File: config.mk
export PLATFORM = sky130hd
export DESIGN_NAME = regfile_loader
export DESIGN_NICKNAME = d
export VERILOG_FILES = /design/src/rtl/regfile_loader.sv
export SDC_FILE = /design/constraint.sdc
export NUM_CORES = 1
export LEC_CHECK = 0
export ABC_AREA = 1
export CORE_AREA = 2 2 98 100
export CTS_BUF_LIST = sky130_fd_sc_hd__clkbuf_16
export DETAILED_ROUTE_END_ITERATION = 12
export DIE_AREA = 0 0 100 102
export HOLD_SLACK_MARGIN = 0.06
export PLACE_DENSITY = 0.85
export SLEW_MARGIN = 25
export SYNTH_ARGS = -nofsm -noshare
export SYNTH_HDL_FRONTEND = slang
export SYNTH_SLANG_ARGS = --single-unit
File: constraint.sdc
create_clock -name clk -period 2.3 [get_ports clk]
set_input_delay 0.23 -clock clk [delete_from_list [all_inputs] [get_ports clk]]
set_output_delay 0.23 -clock clk [all_outputs]
set_load 0.05 [all_outputs]
File: src/rtl/regfile_loader.sv
// Host-side stream loader: turns a valid/ready word stream of headers and payload into
// registered single-cycle writes on the InexRecur/state regfile ports and an is_start pulse.
module regfile_loader #(
  parameter int unsigned ADDR_W  = 12,
  parameter int unsigned INEX_W  = 32,
  parameter int unsigned STATE_W = 18
) (
  input  logic               clk,
  input  logic               rst_n,
  input  logic               in_valid,
  output logic               in_ready,
  input  logic [31:0]        in_data,
  output logic               ran_we_InexRecur,
  output logic [ADDR_W-1:0]  ran_w_addr_InexRecur,
  output logic [INEX_W-1:0]  ran_w_data_InexRecur,
  output logic               ran_we_state_external,
  output logic [ADDR_W-1:0]  ran_w_addr_state_external,
  output logic [STATE_W-1:0] ran_w_data_state_external,
  output logic               is_start,
  output logic               burst_done,
  output logic               busy,
  output logic               err
);

  typedef enum logic [1:0] {StIdle, StData, StStart} state_e;

  state_e              r_state, w_state;
  logic                r_tgt_state, w_tgt_state;
  logic [ADDR_W-1:0]   r_ptr, w_ptr;
  logic [11:0]         r_rem, w_rem;
  logic                r_we_inex, w_we_inex;
  logic [ADDR_W-1:0]   r_addr_inex, w_addr_inex;
  logic [INEX_W-1:0]   r_data_inex, w_data_inex;
  logic                r_we_state, w_we_state;
  logic [ADDR_W-1:0]   r_addr_state, w_addr_state;
  logic [STATE_W-1:0]  r_data_state, w_data_state;
  logic                r_start, w_start;
  logic                r_done, w_done;
  logic                r_err, w_err;
  logic                w_accept;

  // Gated by rst_n so the loader never advertises ready while held in reset.
  assign in_ready = (r_state != StStart) && rst_n;
  assign w_accept = in_valid && in_ready;
  assign busy     = (r_state == StData) || (r_state == StStart);

  always_comb begin
    w_state      = r_state;
    w_tgt_state  = r_tgt_state;
    w_ptr        = r_ptr;
    w_rem        = r_rem;
    w_we_inex    = 1'b0;
    w_addr_inex  = r_addr_inex;
    w_data_inex  = r_data_inex;
    w_we_state   = 1'b0;
    w_addr_state = r_addr_state;
    w_data_state = r_data_state;
    w_start      = 1'b0;
    w_done       = 1'b0;
    w_err        = r_err;
    unique case (r_state)
      StIdle: begin
        if (w_accept) begin
          unique case (in_data[31:30])
            2'b00, 2'b01: begin
              w_tgt_state = in_data[30];
              w_ptr       = in_data[ADDR_W-1:0];
              w_rem       = in_data[29:18];
              w_state     = StData;
            end
            2'b10: begin
              w_start = 1'b1;
              w_state = StStart;
            end
            default: w_err = 1'b1;
          endcase
        end
      end
      StData: begin
        if (w_accept) begin
          if (r_tgt_state) begin
            w_we_state   = 1'b1;
            w_addr_state = r_ptr;
            w_data_state = in_data[STATE_W-1:0];
            // Payload bits beyond the state width are a host error, but the write still lands.
            if (|in_data[31:STATE_W]) w_err = 1'b1;
          end else begin
            w_we_inex   = 1'b1;
            w_addr_inex = r_ptr;
            w_data_inex = in_data[INEX_W-1:0];
          end
          w_ptr = r_ptr + 1'b1;
          w_rem = r_rem - 12'd1;
          if (r_rem == 12'd0) begin
            w_done  = 1'b1;
            w_state = StIdle;
          end
        end
      end
      StStart: w_state = StIdle;
      default: w_state = StIdle;
    endcase
  end

  always_ff @(posedge clk or negedge rst_n) begin
    if (!rst_n) begin
      r_state      <= StIdle;
      r_tgt_state  <= 1'b0;
      r_ptr        <= '0;
      r_rem        <= '0;
      r_we_inex    <= 1'b0;
      r_addr_inex  <= '0;
      r_data_inex  <= '0;
      r_we_state   <= 1'b0;
      r_addr_state <= '0;
      r_data_state <= '0;
      r_start      <= 1'b0;
      r_done       <= 1'b0;
      r_err        <= 1'b0;
    end else begin
      r_state      <= w_state;
      r_tgt_state  <= w_tgt_state;
      r_ptr        <= w_ptr;
      r_rem        <= w_rem;
      r_we_inex    <= w_we_inex;
      r_addr_inex  <= w_addr_inex;
      r_data_inex  <= w_data_inex;
      r_we_state   <= w_we_state;
      r_addr_state <= w_addr_state;
      r_data_state <= w_data_state;
      r_start      <= w_start;
      r_done       <= w_done;
      r_err        <= w_err;
    end
  end

  assign ran_we_InexRecur          = r_we_inex;
  assign ran_w_addr_InexRecur      = r_addr_inex;
  assign ran_w_data_InexRecur      = r_data_inex;
  assign ran_we_state_external     = r_we_state;
  assign ran_w_addr_state_external = r_addr_state;
  assign ran_w_data_state_external = r_data_state;
  assign is_start                  = r_start;
  assign burst_done                = r_done;
  assign err                       = r_err;

endmodule
# == After elaboration in Yosys (flattened, before gate mapping) ==
# Cells that the tools add are included.
# word_totals
out_inout_bits,81
input_bits,35
reg_bits,106
# op_classes
n_reduce_logical,16
muxes,31
bitwise,1
n_eq_ne,13
addsub,2
# ops
operator,count
two-way mux 12 bit,6
one-hot mux 12 bit (2 select lines),2
two-way mux 1 bit,17
OR reduction 14 bit,1
"adder 12 x 1 -> 12 bit, second input constant",1
logical NOT 12 bit,1
"subtractor 12 x 1 -> 12 bit, second input constant",1
"!= test 2 bit, second input constant",5
AND reduction 3 bit,3
one-hot mux 2 bit (2 select lines),2
AND reduction 4 bit,2
two-way mux 2 bit,3
"!= test 2 x 1 -> 1 bit, second input constant",3
AND reduction 6 bit,1
"equality test 2 x 1 -> 1 bit, second input constant",2
"equality test 2 bit, second input constant",2
logical NOT 2 bit,2
"!= test 3 x 1 -> 1 bit, second input constant",1
OR reduction 3 bit,1
logical AND 1 bit,2
one-hot mux 1 bit (2 select lines),1
nonzero test 2 bit,1
OR reduction 2 bit,1
logical OR 1 bit,1
inverter 1 bit,1

# == Longest topological paths before layout ==
# depth
word_depth,5
mapped_depth,10

# == Worst setup path after synthesis ==
# No wires, ideal clock.
# synth_path
kind,register -> output
startpoint,register r_state[0]
endpoint,output in_ready
required_ns,2.070
t_arrival_ns,1.263
n_path_buf,0
setup_slack_ns,0.807
path_stages_with_launch,4
path_cell_list,dfrtp_1 > inv_1 > ha_1 > nor2_1
# synth_between
elab_chain_cells,2
# synth_rtl
item,line,text
from (decl),27,"state_e r_state, w_state;"
from (signal assigned),107,r_state <= StIdle;
from (signal assigned),121,r_state <= w_state;
!= test 2 bit,43,assign in_ready = (r_state != StStart) && rst_n;
logical AND 1 bit,43,
to (decl),11,"output logic in_ready,"
# Every way passes these cells.

# == Final worst setup path ==
# layout_path
startpoint,register r_state[1]
endpoint,output busy
# layout_between
elab_chain_cells,2
word_cells_on_any_way,3
cone_classes,2 x eq/ne; 1 x reduce/logical
# layout_rtl
item,line,text
equality test 2 x 1 -> 1 bit / equality test 2 bit (equally long branches),45,assign busy = (r_state == StData) || (r_state == StStart);
logical OR 1 bit *,45,
to (decl),21,"output logic busy,"
# Every way passes the cells marked *; elsewhere a longest branch is shown, timed or not.

==> flow_summary.toml <==
[clock_network]
htree_levels = 3
clkSinkCount = 106
cts_tree = "built"
holdBufCountCts = 0
post_cts_buffers = 0
clk-insertion-delay-late_ns = 0.34
cts_resized = 0
cts_buffers = 9
clockRootBuffer = "clkbuf_16"
clk_path_buf_depth = 2
cts.clk_slew.worst_paths_ns = 0.07

[global_routing]
busiest_layer = "met2"
grt_pass1_vias = 4008
grt_usage_pct = 24.06
grt_max_degree = 107
grt_pass1_wl_mm = 19.32
use_met3_pct = 3.762
gr-total-overflow = 0
use_met2_pct = 40.75
gr-usage-met1_pct = 31.90
antenna_found_initial = 0

[place]
dpl-instance-area_um2 = 6033
globalplace.congestion = 0.8931
dp_hpwl_mm = 8.481
portBuffers = 115
place_inst = 775

[sta]
period_needed_ns = 2.095
setup_viol = 0
worst_slew_pin_slew_ns = 0.5782
fin_worst_skew_ns = 0.006294
rsz0062_at_grt = "false"
max_slew_margin_pct = 61.46
finalCritPeriodShare_pct = 91.08
clock.fmax_ghz = 0.4774
drv_slew = 0
tns_ns = 0
hold_viol = 0

[yosys]
yosys_register_bits = 106
synth.net_count = 609
ys.flop_type = "dfrtp_1"
yosys_warnings = 0
yosysTopAreaCellShare_pct = 54.85
synth.distinct_cells = 31
ys_top_cells_by_area = "dfrtp_1, nand2_1, o21ai_1"
yosys.area.top_type = "dfrtp_1"
synth_edf_count = 0
syn-cell-area_um2 = 4836
synth-seq-area-share_pct = 54.85
synthCells = 568
synth-async-reset-ratio_pct = 100.0
avgSynthCellArea_um2 = 8.514

[power_and_ir_drop]
p_int_mw = 5.256
p_sw_mw = 4.784
pwr-share-clk_pct = 16.6
powerDensity_nw_per_um2 = 1579
power_frac_seq_pct = 31.6
combPwrFrac_pct = 51.8
ir_drop_mv = 0.6126
switching_share_pct = 47.65
leakagePower_nw = 3.049

[min_path]
min_path_type = "in -> async"

[setup_path]
max_stage_delay_ns = 0.79
crit_required_ns = 2.07
cp.arrival_ns = 1.86
critPathLaunchType = "register"
path_buf_inv = 2
crit_slowest_cell = "clkdlybuf4s50_1"
rrSetupSlack_ns = 0.48
r2r-end = "r_rem[8]"
crit_fanout = 3
critPathKind = "reg -> out"
cpLargestDelayFamily = "buffers and inverters"
rr_startpoint = "r_state[1]"
crit_path_end_kind = "output port"
worstPathCellList = "inv_1 -> ha_1 -> clkdlybuf4s50_1"
rr_worst_depth = 7

[cells_and_area]
register_area_um2 = 2653
drive_gt1_share_pct = 6.029
insertedDiodeCount = 0
synthToLayoutAreaGrowth_pct = 31.51
multi_input_area_um2 = 1752
final_area_um2 = 6360
fillerInstances = 689
fin_cells = 791
nets = 716

[route]
totalWireLength_mm = 11.90
drt-initial-drc-count = 281
viasPerCell = 5.324
postRouteAntennaNets = 0
vias = 4211
dr.pass1.iters = 6
wl_per_cell_um = 15.04
drc = 0

[die]
ios = 116
initial_core_util_pct = 53.09
dieHeight_um = 102
fp.dieW_um = 100
coreArea_um2 = 9109
die_area_um2 = 10200
rows = 35

[run_status]
status = "finished, final reports clean"

[flow_run]
maxCapViolCount = 0
## how the worst max path moves through the flow
stage	startpoint	to	cells after the start
finish	r_state[1]	busy	3
global route	r_state[1]	busy	3
CTS	r_state[1]	busy	3
detailed placement	in_valid	ran_w_data_InexRecur[12]	6
global placement	in_data[31]	r_rem[6]	8
floorplan	r_state[0]	in_ready	3
## worst register-to-register path, cell delays in order, from the launching register on
cell and delay [ns]:
dfrtp_1 0.41, inv_1 0.09, ha_1 0.31, buf_4 0.37
nand3_1 0.16, nor2_1 0.19, a22oi_1 0.09, o21ai_1 0.13
## layout by cell type (no fill, tap or decap), drive strengths merged
cell           count
nand4              5
nor2              30
xor2               2
a21oi             15
nor4               1
clkdlybuf4s50    113
buf                8
nor4b              1
o21ai            104
nand2            170
clkinv             2
inv               71
o211ai             3
bufinv             2
o22ai              2
clkinvlp           1
clkbuf             9
dfrtp            106
ha                 6
nor3               4
nand3             23
a22oi              2
## cells in the mapped netlist, types with 2 or more instances
library cell and count:
a21oi_1 14, buf_2 13, buf_6 8, clkbuf_1 4, dfrtp_1 106, ha_1 6
inv_1 67, nand2_1 168, nand3_1 22, nand4_1 5, nor2_1 25, nor2_2 3
nor3_1 4, o211ai_1 3, o21ai_0 39, o21ai_1 60, o21ai_2 5, o22ai_1 2
xor2_1 2
## metal layers
| metal | wire length, µm | part of all wire (%) | vias to the layer above |
|---|---|---|---|
| met5 | 0 | 0 | - |
| met4 | 222 | 1.9 | 0 |
| met3 | 790 | 6.6 | 21 |
| met2 | 5954 | 50 | 182 |
| met1 | 4931 | 41 | 1978 |
| li1 | - | - | 2030 |
## layout make-up
class,instances,share of cell area [%]
clock buffers,9,3.541
clock inverters,7,1.594
inverters,69,4.112
multi-input cells,368,27.54
flip-flops and latches,106,41.71
well taps,111,2.184
repair buffers,121,19.32
## state kept, by name, indices dropped and copies added, names as in the netlist
signal / cells
r_state: 2
r_rem: 12
err: 1
is_start: 1
ran_w_data_InexRecur: 32
ran_w_addr_InexRecur: 12
ran_w_addr_state_external: 12
ran_we_state_external: 1
r_ptr: 12
ran_we_InexRecur: 1
burst_done: 1
r_tgt_state: 1
ran_w_data_state_external: 18
## cells by family (layout without fill, tap and decap cells)
kind of cell | Yosys count | after routing | synth area share (%)
XOR/XNOR | 2 | 2 | 0.3623
AO/OA/AOI/OAI | 126 | 126 | 13.92
AND/OR/NAND/NOR | 234 | 234 | 20.39
adder cells (fa/ha/maj) | 6 | 6 | 1.552
buffers and inverters | 94 | 206 | 8.926
flip-flops | 106 | 106 | 54.85
## power groups by stage
stage	registers [mW]	logic (mW)	clock network, mW
2_1_floorplan	5.03	1.63	0
3_3_place_gp	3.17	5.07	0
3_5_place_dp	3.19	5.19	0
4_1_cts	3.17	5.22	1.68
5_1_grt	3.26	5.57	1.76
6_report	3.17	5.20	1.67
## through the flow
stage / power (mW) / hold slack [ns] / utilization [%] / setup WS (ns)
2_1_floorplan: 6.664 / -0.06559 / - / 0.8066
3_3_place_gp: 8.242 / 0.4370 / 66.24 / 0.5254
3_5_place_dp: 8.382 / 0.4518 / 66.24 / 0.4746
4_1_cts: 10.07 / 0.08866 / 69.82 / 0.1980
5_1_grt: 10.59 / 0.1083 / 69.82 / 0.1505
6_report: 10.04 / 0.02696 / 69.82 / 0.2052
Power figures use the tool's default switching activity.
